[src/rtl/pixel_stream_tx.sv]
// Frame-buffer reader driving a Frame/Line/Pixel stream; strobes and pixels trail the FSM by 3 cycles to cover the RAM read.
// Optional TESTPATTERN_EN adds PatternSel, which replaces RAM data with (col + row) and parks RdAddr at 0.
module pixel_stream_tx #(
  parameter int HBLANK = 2,
  parameter int VBLANK = 4,
  parameter int ADDR_W = 16
) (
  input  logic              Clk,
  input  logic              nReset,
  input  logic              Start,
  input  logic [7:0]        Width,
  input  logic [7:0]        Height,
  output logic [ADDR_W-1:0] RdAddr,
  input  logic [7:0]        RdData,
  output logic [7:0]        PixelOut,
  output logic              FrameOut,
  output logic              LineOut,
  output logic              Busy,
  output logic              Done
`ifdef TESTPATTERN_EN
  ,
  input  logic              PatternSel
`endif
);

  typedef enum logic [2:0] {
    stIdle,
    stFrame,
    stLine,
    stPixel,
    stHblank,
    stVblank,
    stDone
  } state_t;

  state_t state, nextState;

  logic [7:0]        widthLat, heightLat;
  logic [7:0]        col, row;
  logic [15:0]       blankCnt;
  logic [ADDR_W-1:0] rowBase;
  logic              accept, lastCol, lastBlankH, lastBlankV, lastRow;

  // Strobe pipeline: stage 1 lines up with RdAddr, stage 2 with RdData.
  logic frameD1, frameD2, lineD1, lineD2, pixD1, pixD2, doneD1;

`ifdef TESTPATTERN_EN
  logic       patLat;
  logic [7:0] patVal1, patVal2;
`endif

  // Busy still covers the two cycles Done trails the FSM, so no new frame can overlap the tail.
  assign accept     = (state == stIdle) && !Busy && Start && (Width != 8'd0) && (Height != 8'd0);
  assign lastCol    = (col == widthLat - 8'd1);
  assign lastRow    = (row == heightLat - 8'd1);
  assign lastBlankH = (blankCnt == 16'(HBLANK - 1));
  assign lastBlankV = (blankCnt == 16'(VBLANK - 1));

  always_ff @(posedge Clk or negedge nReset) begin
    if (!nReset) state <= stIdle;
    else         state <= nextState;
  end

  always_comb begin
    nextState = state;
    unique case (state)
      stIdle:   if (accept) nextState = stFrame;
      stFrame:  nextState = stLine;
      stLine:   nextState = stPixel;
      stPixel:  if (lastCol) nextState = stHblank;
      stHblank: if (lastBlankH) nextState = lastRow ? stVblank : stLine;
      stVblank: if (lastBlankV) nextState = stDone;
      stDone:   nextState = stIdle;
      default:  nextState = stIdle;
    endcase
  end

  always_ff @(posedge Clk or negedge nReset) begin
    if (!nReset) begin
      widthLat  <= 8'd0;
      heightLat <= 8'd0;
      col       <= 8'd0;
      row       <= 8'd0;
      blankCnt  <= 16'd0;
      rowBase   <= '0;
      RdAddr    <= '0;
    end else begin
      if (accept) begin
        widthLat  <= Width;
        heightLat <= Height;
      end
      blankCnt <= (nextState != state) ? 16'd0 : blankCnt + 16'd1;
      case (state)
        stFrame: begin
          row     <= 8'd0;
          rowBase <= '0;
        end
        stLine:  col <= 8'd0;
        stPixel: begin
          col <= col + 8'd1;
          if (lastCol) rowBase <= rowBase + ADDR_W'(widthLat);
        end
        stHblank: if (lastBlankH && !lastRow) row <= row + 8'd1;
        default: ;
      endcase
`ifdef TESTPATTERN_EN
      if (accept && PatternSel)
        RdAddr <= '0;
      else if (state == stPixel && !patLat)
        RdAddr <= rowBase + ADDR_W'(col);
`else
      if (state == stPixel)
        RdAddr <= rowBase + ADDR_W'(col);
`endif
    end
  end

`ifdef TESTPATTERN_EN
  always_ff @(posedge Clk or negedge nReset) begin
    if (!nReset) begin
      patLat  <= 1'b0;
      patVal1 <= 8'd0;
      patVal2 <= 8'd0;
    end else begin
      if (accept) patLat <= PatternSel;
      patVal1 <= col + row;
      patVal2 <= patVal1;
    end
  end
`endif

  always_ff @(posedge Clk or negedge nReset) begin
    if (!nReset) begin
      frameD1  <= 1'b0;
      frameD2  <= 1'b0;
      lineD1   <= 1'b0;
      lineD2   <= 1'b0;
      pixD1    <= 1'b0;
      pixD2    <= 1'b0;
      doneD1   <= 1'b0;
      FrameOut <= 1'b0;
      LineOut  <= 1'b0;
      PixelOut <= 8'h00;
      Done     <= 1'b0;
      Busy     <= 1'b0;
    end else begin
      frameD1  <= (state == stFrame);
      frameD2  <= frameD1;
      FrameOut <= frameD2;
      lineD1   <= (state == stLine);
      lineD2   <= lineD1;
      LineOut  <= lineD2;
      pixD1    <= (state == stPixel);
      pixD2    <= pixD1;
`ifdef TESTPATTERN_EN
      PixelOut <= pixD2 ? (patLat ? patVal2 : RdData) : 8'h00;
`else
      PixelOut <= pixD2 ? RdData : 8'h00;
`endif
      doneD1   <= (state == stDone);
      Done     <= doneD1;
      if (accept)    Busy <= 1'b1;
      else if (Done) Busy <= 1'b0;
    end
  end

endmodule

[config.mk]
export PLATFORM = sky130hd
export DESIGN_NAME = pixel_stream_tx
export DESIGN_NICKNAME = d
export VERILOG_FILES = /design/src/rtl/pixel_stream_tx.sv
export SDC_FILE = /design/constraint.sdc
export NUM_CORES = 1
export LEC_CHECK = 0
export CORE_MARGIN = 8
export CORE_UTILIZATION = 26
export CTS_BUF_LIST = sky130_fd_sc_hd__clkbuf_4 sky130_fd_sc_hd__clkbuf_8 sky130_fd_sc_hd__clkbuf_16
export DETAILED_ROUTE_END_ITERATION = 16
export GPL_TIMING_DRIVEN = 0
export PLACE_DENSITY = 0.47
export SETUP_SLACK_MARGIN = 0.3
export SLEW_MARGIN = 30
export SYNTH_ARGS = -nofsm -noshare
export SYNTH_HDL_FRONTEND = slang
export SYNTH_SLANG_ARGS = --single-unit
[constraint.sdc]
create_clock -name Clk -period 6.8 [get_ports Clk]
set_input_delay 0.68 -clock Clk [delete_from_list [all_inputs] [get_ports Clk]]
set_output_delay 0.68 -clock Clk [all_outputs]
set_load 0.01 [all_outputs]
==> results.ini <==
[worst_setup_path]
crit_chain=clkdlybuf4s50_1, or4_1, o211ai_1, a21oi_1, a311o_1, a2111oi_2, a22oi_2, buf_6, nor2_2
cp.buffers_inverters=2
reg2reg_setup_slack_ns=3.71
cp.required_ns=7.09
end_kind=flop
start_kind=primary input
crit_type=primary input to flop
max_stage_delay_ns=0.56
crit_fanout=10
arrival_ns=3.51
cp_top_family=compound AO/OA/AOI/OAI gates
slowest_stage=or4_1

[sta]
worst_pin_slew_ns=0.7518
rsz0062_at_grt=no
finalSetupTns_ns=0
setup_ws_ns=3.582
max_freq_mhz=310.8
hold_violations=0
min_period_over_period_pct=47.32
slew_headroom_pct=49.88
drv_slew=0
skew_ns=0.009053
finalSetupViolCount=0
finalCriticalPeriod_ns=3.218

[synthesis]
synth_fa_ha_area_share_pct=5.766
syn_inst=571
yosys.area_share.simple_pct=19.43
syn_area_um2=5642
syn-num-nets=622
netlist.area_leader.share_pct=45.24
avgSynthCellArea_um2=9.880
synth_edf_count=0
synth_top_area_cell=dfrtp_1
yosysWarnings=0
synth_xor_area_share_pct=8.383
synth_compound_area_share_pct=14.08
ys_top_cells_by_area=dfrtp_1 (45%), ha_1 (4.9%), nand2_1 (4.5%)
synth.distinct_cells=62
async_reset_ff_share_pct=100.0
muxShareOfSynthArea_pct=4.303
ys_ff_latch=102
ys_seq_area_share_pct=45.24
synthFlopType=dfrtp_1
synth_top_family_by_area=simple AND/OR/NAND/NOR gates

[layout]
fillers=2224
antenna_cells=0
areaGrowthSynthToFinish_pct=21.47
layout_commonest_cell=dfrtp_1
final_util_pct=31.80
layout_common_cells=dfrtp_1 (102), nand2_1 (67), clkdlybuf4s50_1 (53), o21ai_0 (39)
finalInstanceArea_um2=6853
multiInputGateArea_um2=2932
final_nets=688
seq_area_um2=2552
layout-drive-gt1-share_pct=9.346

[grt]
antenna_found_initial=0
grt_pass1_wl_um=23330
track_usage_pct=10.84
grt_max_degree=55
grt_pass1_vias=4629
grt-ovfl-total=0

[placed_design]
placed_cell_area_um2=6561
dp_hpwl_um=10480
place_ws_ns=3.177
io_buffers=54
place.gp.congestion=0.7870

[drt]
wire_per_inst_um=14.92
drc_errors=0
ant_nets=0
vias=4409
wl_um=13760
drtPass1Iterations=6
viasPerCell=4.782
drt-initial-drc-count=213

[clock_tree]
numCtsBuffers=9
cts.path.max_buffers=2
htree_levels=3
clkSlewWorstSetupHoldPaths_ns=0.08
hold_buffers=0
clk_latency_ns=0.36
cts-root-buf=clkbuf_16
clock-sinks=102
cts_setup_buffers=0
cts_tree=done
ctsResizeCount=0

[power_and_ir_drop]
cellLeakagePower_nw=3.025
ir_worst_vdd_uv=92.97
p_per_area_nw_per_um2=167.9

[floorplanning]
ios=55
die_h_um=163.3
initial_core_util_pct=26.18
core_area_um2=21550
rows=54
dieArea_um2=26670
dieWidth_um=163.3

[hold_path]
hold_class=primary input to async pin

[job]
cap_violations=0

[status]
status=completed

logic make-up (layout without fill, tap and decap cells):
| kind of cell | after synthesis | in the layout |
|---|---|---|
| adders and majority gates | 25 | 25 |
| muxes | 22 | 22 |
| AOI/OAI and AO/OA | 119 | 119 |
| DFF | 102 | 102 |
| and+or+nand+nor | 210 | 210 |
| buffers and inverters | 39 | 110 |
| xor gates and xnor gates | 54 | 54 |
state kept, by name, summed over array words and instances, names as in the netlist, 3 cells and up:
register,flops
RdAddr,16
blankCnt,16
rowBase,16
PixelOut,8
col,8
heightLat,8
row,8
widthLat,8
state,3
metal layers:
| layer | share of wire, % | routed length (um) | track usage (%) |
|---|---|---|---|
| met1 | 44 | 6097 | 13.16 |
| met5 | 0 | 0 | 0 |
| met4 | 1.3 | 181 | 3.545 |
| met3 | 5.3 | 735 | 2.419 |
| met2 | 49 | 6745 | 18.65 |
stage by stage:
step | instances | total power, mW | hold slack, ns
after floorplan | 571 | 0.6189 | 0.3312
after global placement | 905 | 0.6471 | 0.3356
after detailed placement | 906 | 0.6499 | 0.3356
after CTS | 922 | 1.170 | 0.2927
after global routing | 922 | 1.205 | 0.3219
final | 922 | 1.150 | 0.2872
worst register-to-register path, cell delays in order (launching register included):
cell       delay [ns]
dfrtp_1          0.44
nor3_1           0.34
nand2_1          0.11
or4_1            0.52
a2111oi_1        0.75
a2111oi_2        0.11
a22oi_2          0.42
buf_6            0.23
nor2_2           0.06
cell type report:
type	count	share of cell area (%)
Timing Repair Buffer	55	8.307
Inverter	21	1.150
Clock buffer	10	3.487
Multi-Input combinational cell	430	42.78
Sequential cell	102	37.25
Buffer	18	1.150
Tap cell	280	5.112
Clock inverter	6	0.7668
synth_stat cells (3+ instances only):
cell type,n
a211oi_1,4
a21o_1,9
clkbuf_1,14
nor3_1,10
o21ai_0,39
a21oi_1,23
o31ai_1,7
or3_1,9
or2_2,4
ha_1,22
and3_1,4
o211ai_1,7
xnor2_1,26
nand3b_1,3
nand3_1,21
dfrtp_1,102
nor4_1,6
mux2_2,18
o311ai_0,4
o41ai_1,4
nand2_1,67
xor2_1,28
or4_1,13
nand2b_1,5
mux2i_1,4
buf_2,3
nor2_2,10
and2_1,10
nor2b_1,3
nor2_1,28
inv_1,21
nand4_1,7
worst paths after layout:
path	start	to	cells past startpoint
worst min-delay path	nReset	pixD2	1
worst max register to register	heightLat[0]	blankCnt[11]	8
worst min register to register	frameD2	FrameOut	0
min in group Clk	frameD2	FrameOut	0
worst max-delay path	Height[5]	blankCnt[13]	9
max in group asynchronous	nReset	row[7]	2
power by group:
part	internal (mW)	leakage (nW)	total, mW	switching [mW]
Combinational	0.0151	1.48	0.0305	0.0154
Clock	0.265	0.138	0.514	0.249
Sequential	0.606	1.41	0.606	0
Total	0.886	3.02	1.15	0.264
No activity file was read; power rests on OpenSTA's default activity.
